<file path="config.mk">
export PLATFORM = sky130hd
export DESIGN_NAME = shift_sequencer
export DESIGN_NICKNAME = d
export VERILOG_FILES = /design/src/rtl/shift_sequencer.sv
export SDC_FILE = /design/constraint.sdc
export NUM_CORES = 1
export LEC_CHECK = 0
export ABC_AREA = 1
export BUFFER_PORTS_ARGS = -buffer_cell sky130_fd_sc_hd__buf_2
export CAP_MARGIN = 15
export CORE_MARGIN = 3
export CORE_UTILIZATION = 49
export CTS_BUF_LIST = sky130_fd_sc_hd__clkbuf_2
export CTS_CLUSTER_DIAMETER = 50
export CTS_CLUSTER_SIZE = 25
export DETAILED_ROUTE_END_ITERATION = 6
export HOLD_SLACK_MARGIN = 0.15
export PLACE_DENSITY_LB_ADDON = 0.3
export SLEW_MARGIN = 5
export SYNTH_ARGS = -nofsm -noshare
export SYNTH_HDL_FRONTEND = slang
export SYNTH_SLANG_ARGS = --single-unit
</file>
<file path="constraint.sdc">
create_clock -name clk -period 1.7 [get_ports clk]
set_input_delay 0 -clock clk [delete_from_list [all_inputs] [get_ports clk]]
set_output_delay 0 -clock clk [all_outputs]
set_load 0.01 [all_outputs]
</file>
<file path="src/rtl/shift_sequencer.sv">
// shift_sequencer: multi-position shift controller around an external
// single-position 16-bit shifter. It accepts an operand, op and amount, then
// iterates the shifter once per clock until the requested count is applied.
// Optional feature macro: SHIFT_SEQ_EARLY_EXIT_EN. When it is defined, the
// sequence ends as soon as the shifter output equals the working value
// (a fixed point).
module shift_sequencer #(
  parameter int WIDTH = 16,
  parameter int AMT_W = 4
) (
  input  logic             clk,
  input  logic             reset_n,
  input  logic             start,
  input  logic [WIDTH-1:0] operand,
  input  logic [1:0]       op,
  input  logic [AMT_W-1:0] amount,
  output logic             ready,
  output logic             busy,
  output logic             done,
  output logic [WIDTH-1:0] result,
  output logic [WIDTH-1:0] sh_in,
  output logic [1:0]       sh_shift,
  input  logic [WIDTH-1:0] sh_sout
);

  typedef enum logic [1:0] {
    IDLE  = 2'b00,
    SHIFT = 2'b01,
    DONE  = 2'b10
  } state_t;

  state_t           state_reg, state_next;
  logic [WIDTH-1:0] work_reg, work_next;
  logic [AMT_W-1:0] cnt_reg, cnt_next;
  logic [1:0]       op_reg, op_next;
  logic             accept;
  logic             last_iter;

`ifdef SHIFT_SEQ_EARLY_EXIT_EN
  // Bitwise equality between the shifter output and the working value.
  // When every bit matches, further iterations cannot change the result.
  logic [WIDTH-1:0] bit_eq;
  logic             fixed_point;

  for (genvar gi = 0; gi < WIDTH; gi++) begin : g_eq
    assign bit_eq[gi] = sh_sout[gi] ~^ work_reg[gi];
  end

  assign fixed_point = &bit_eq;
  assign last_iter   = (cnt_reg == AMT_W'(1)) || fixed_point;
`else
  assign last_iter   = (cnt_reg == AMT_W'(1));
`endif

  // Status and shifter-drive outputs, all decoded from registered state.
  assign ready    = (state_reg == IDLE) || (state_reg == DONE);
  assign busy     = (state_reg == SHIFT);
  assign done     = (state_reg == DONE);
  assign result   = work_reg;
  assign sh_in    = work_reg;
  assign sh_shift = busy ? op_reg : 2'b00;
  assign accept   = start && ready;

  // State and datapath registers. An asynchronous reset clears everything,
  // even in the middle of a sequence.
  always_ff @(posedge clk or negedge reset_n) begin
    if (!reset_n) begin
      state_reg <= IDLE;
      work_reg  <= '0;
      cnt_reg   <= '0;
      op_reg    <= 2'b00;
    end else begin
      state_reg <= state_next;
      work_reg  <= work_next;
      cnt_reg   <= cnt_next;
      op_reg    <= op_next;
    end
  end

  // Next-state and datapath update. A zero amount or the pass op completes
  // on the accept edge itself, with no shifter iteration.
  always_comb begin
    state_next = state_reg;
    work_next  = work_reg;
    cnt_next   = cnt_reg;
    op_next    = op_reg;
    case (state_reg)
      IDLE, DONE: begin
        if (accept) begin
          work_next = operand;
          op_next   = op;
          cnt_next  = amount;
          if ((amount == '0) || (op == 2'b00)) begin
            state_next = DONE;
          end else begin
            state_next = SHIFT;
          end
        end else if (state_reg == DONE) begin
          state_next = IDLE;
        end
      end
      SHIFT: begin
        work_next = sh_sout;
        cnt_next  = cnt_reg - AMT_W'(1);
        if (last_iter) begin
          state_next = DONE;
        end
      end
      default: begin
        state_next = IDLE;
      end
    endcase
  end

endmodule

</file>
==> results.py <==
metrics = {
    "status": {
        "outcome": "finished, final reports clean",
    },
    "placed_design": {
        "post_dp_cell_area_um2": 1630,
        "place.gp.congestion": 0.772,
        "hpwlAfterDp_mm": 2.30,
        "io_buffer_count": 77,
    },
    "timing": {
        "fmax_ghz": 0.695,
        "min_period_over_period_pct": 84.6,
        "hold_violations": 0,
        "maxSlewViolCount": 0,
        "setup_viol": 0,
        "maxSlewHeadroom_pct": 65.1,
        "worstMarginPinSlew_ns": 0.524,
        "fin_setup_tns_ns": 0,
        "whs_ns": 0.140,
        "finalCriticalPeriod_ns": 1.44,
        "fin_worst_skew_ns": 0.00742,
        "rsz0062_at_grt": "false",
    },
    "worst_setup_path": {
        "timing.critical_path.buf_inv": 3,
        "end_kind": "output pin",
        "crit_family": "buffers and inverters",
        "path_class": "reg2out",
        "max_stage_delay_ns": 0.42,
        "cp_max_fo": 12,
        "cp_cell_sequence": "inv_1 > nand2_2 > buf_4 > nor2_1 > buf_2",
        "worstSetupStartpointType": "flip-flop",
        "cp.required_ns": 1.70,
        "worst_path_max_delay_cell": "dfrtp_1",
        "arrival_ns": 1.44,
    },
    "cells_and_area": {
        "syn_to_final_growth_pct": 50.6,
        "antenna_cells": 0,
        "fill_cells": 189,
        "drive_gt1_share_pct": 31.1,
        "largest_reg_flops": 16,
        "most-common-layout-cells": "77 x buf_2, 48 x nand2_1, 40 x dlygate4sd3_1",
        "regArea_um2": 601,
        "fin_nets": 325,
        "stdcell_area_um2": 2050,
        "layout.cells.most_common": "buf_2",
        "multi_input_area_um2": 505,
    },
    "logic_synthesis": {
        "ys_ff_latch": 24,
        "yosysSeqAreaShare_pct": 44.2,
        "syn_inst": 182,
        "synth_area_um2": 1360,
        "yosysWarnings": 0,
        "synthDistinctLibCells": 19,
        "postSynthAreaPerCell_um2": 7.47,
        "syn_nets": 225,
    },
    "drt": {
        "wirelength_mm": 3.77,
        "wl_per_cell_um": 12.2,
        "ant_nets": 0,
        "dr.pass1.iters": 4,
        "vias_per_cell": 4.66,
        "wl_met1_mm": 1.56,
        "drtIter0Drc": 48,
        "routed.top_layer": "met4",
        "drc_errors": 0,
        "met2_length_mm": 1.90,
        "num_vias": 1446,
        "wl_met3_um": 254,
    },
    "power_and_ir_drop": {
        "ir_worst_vdd_mv": 1.16,
        "cellPowerDensity_nw_per_um2": 1540,
        "total_power_mw": 3.16,
        "p_leak_nw": 1.15,
    },
    "cts": {
        "cts_tree": "yes",
        "cts-root-buf": "clkbuf_2",
        "post_cts_buffers": 0,
        "clkSlewWorstSetupHoldPaths_ns": 0.22,
        "clock_path_buffers": 2,
        "cts.sinks": 24,
        "htreeDepth": 1,
        "clock_latency_ns": 0.32,
        "numCtsBuffers": 3,
    },
    "global_routing": {
        "grt_pass1_vias": 1354,
        "antenna_found_initial": 0,
        "grt_max_degree": 25,
        "grt-ovfl-total": 0,
        "grt_usage_pct": 22.8,
        "grt_pass1_wl_mm": 6.01,
    },
    "flow_run": {
        "max-cap-violations": 0,
    },
    "floorplanning": {
        "coreArea_um2": 2570,
        "num_rows": 18,
        "die_area_um2": 3440,
        "io_pins": 78,
        "die_w_um": 58.7,
        "start_util_pct": 53.0,
        "dieHeight_um": 58.7,
    },
    "hold_path": {
        "min_path_type": "in2async",
    },
}
## layer usage
| layer | vias to the layer above | global-route usage, % |
|---|---|---|
| met1 | 631 | 28.0 |
| met5 | - | 0 |
| met2 | 59 | 40.7 |
| li1 | 748 | - |
| met3 | 8 | 3.51 |
| met4 | 0 | 7.44 |
## path summary, 6_finish.rpt
kind	startpoint	endpoint	slack, ns	cells past startpoint
worst max-delay path	state_reg[1]$_DFFE_PN0P_	sh_shift[1]	0.26	5
worst min-delay path	reset_n	result[10]$_DFFE_PN0P_	0.14	2
worst max register to register	state_reg[0]$_DFFE_PN0P_	result[3]$_DFFE_PN0P_	0.35	5
worst min register to register	result[2]$_DFFE_PN0P_	result[2]$_DFFE_PN0P_	0.52	2
max in group asynchronous	reset_n	result[5]$_DFFE_PN0P_	1.21	2
min in group clk	op[0]	op_reg[0]$_DFFE_PN0P_	0.41	4
## report_power, final
part           leakage, nW  switching, mW  internal, mW
clock network       0.0125          0.161        0.0481
registers            0.287          0.212         0.869
logic                0.851           1.13         0.744
total                 1.15           1.50          1.66
## cell type report
| class | instances | area share [%] |
|---|---|---|
| flip-flops and latches | 24 | 29.3 |
| well taps | 30 | 1.83 |
| multi-input cells | 110 | 24.7 |
| clock buffers | 3 | 0.733 |
| repair buffers | 118 | 38.7 |
| inverters | 25 | 4.70 |
## cell usage after synthesis
master,number,area share (%)
dfrtp_1,24,44
buf_2,4,1.5
ha_1,2,1.8
clkbuf_2,1,0.37
inv_4,1,0.46
buf_6,1,0.83
nand2_1,49,14
nor2_1,11,3.0
a21oi_1,1,0.37
clkbuf_1,1,0.28
o21ai_1,2,0.74
nand3_1,6,2.2
nand2_2,1,0.46
buf_4,16,8.8
inv_2,2,0.55
o21ai_0,35,13
o211ai_1,2,1.1
nand2_4,1,0.83
inv_1,22,6.1
## cells by family after synthesis
logic type / count (synthesis) / share of synthesized area [%]
buf+inv: 48 / 18.9
flops: 24 / 44.2
simple gates: 68 / 20.1
compound gates: 40 / 15.1
fa+ha+maj: 2 / 1.84
## what timing repair did
item | CTS | global route
resized for setup | 0 | 1
hold buffers | 40 | 0
hold endpoints to repair | 48 | 0
setup endpoints to repair | 0 | 2
## through the flow
step | util [%] | setup slack [ns] | cells
finish | 79.8 | 0.262 | 310
detailed placement | 63.5 | 0.408 | 267
global route | 79.8 | 0.0835 | 310
global placement | 63.5 | 0.424 | 267
CTS | 79.7 | 0.160 | 310
floorplan | - | 0.584 | 182
Power figures use the tool's default switching activity.
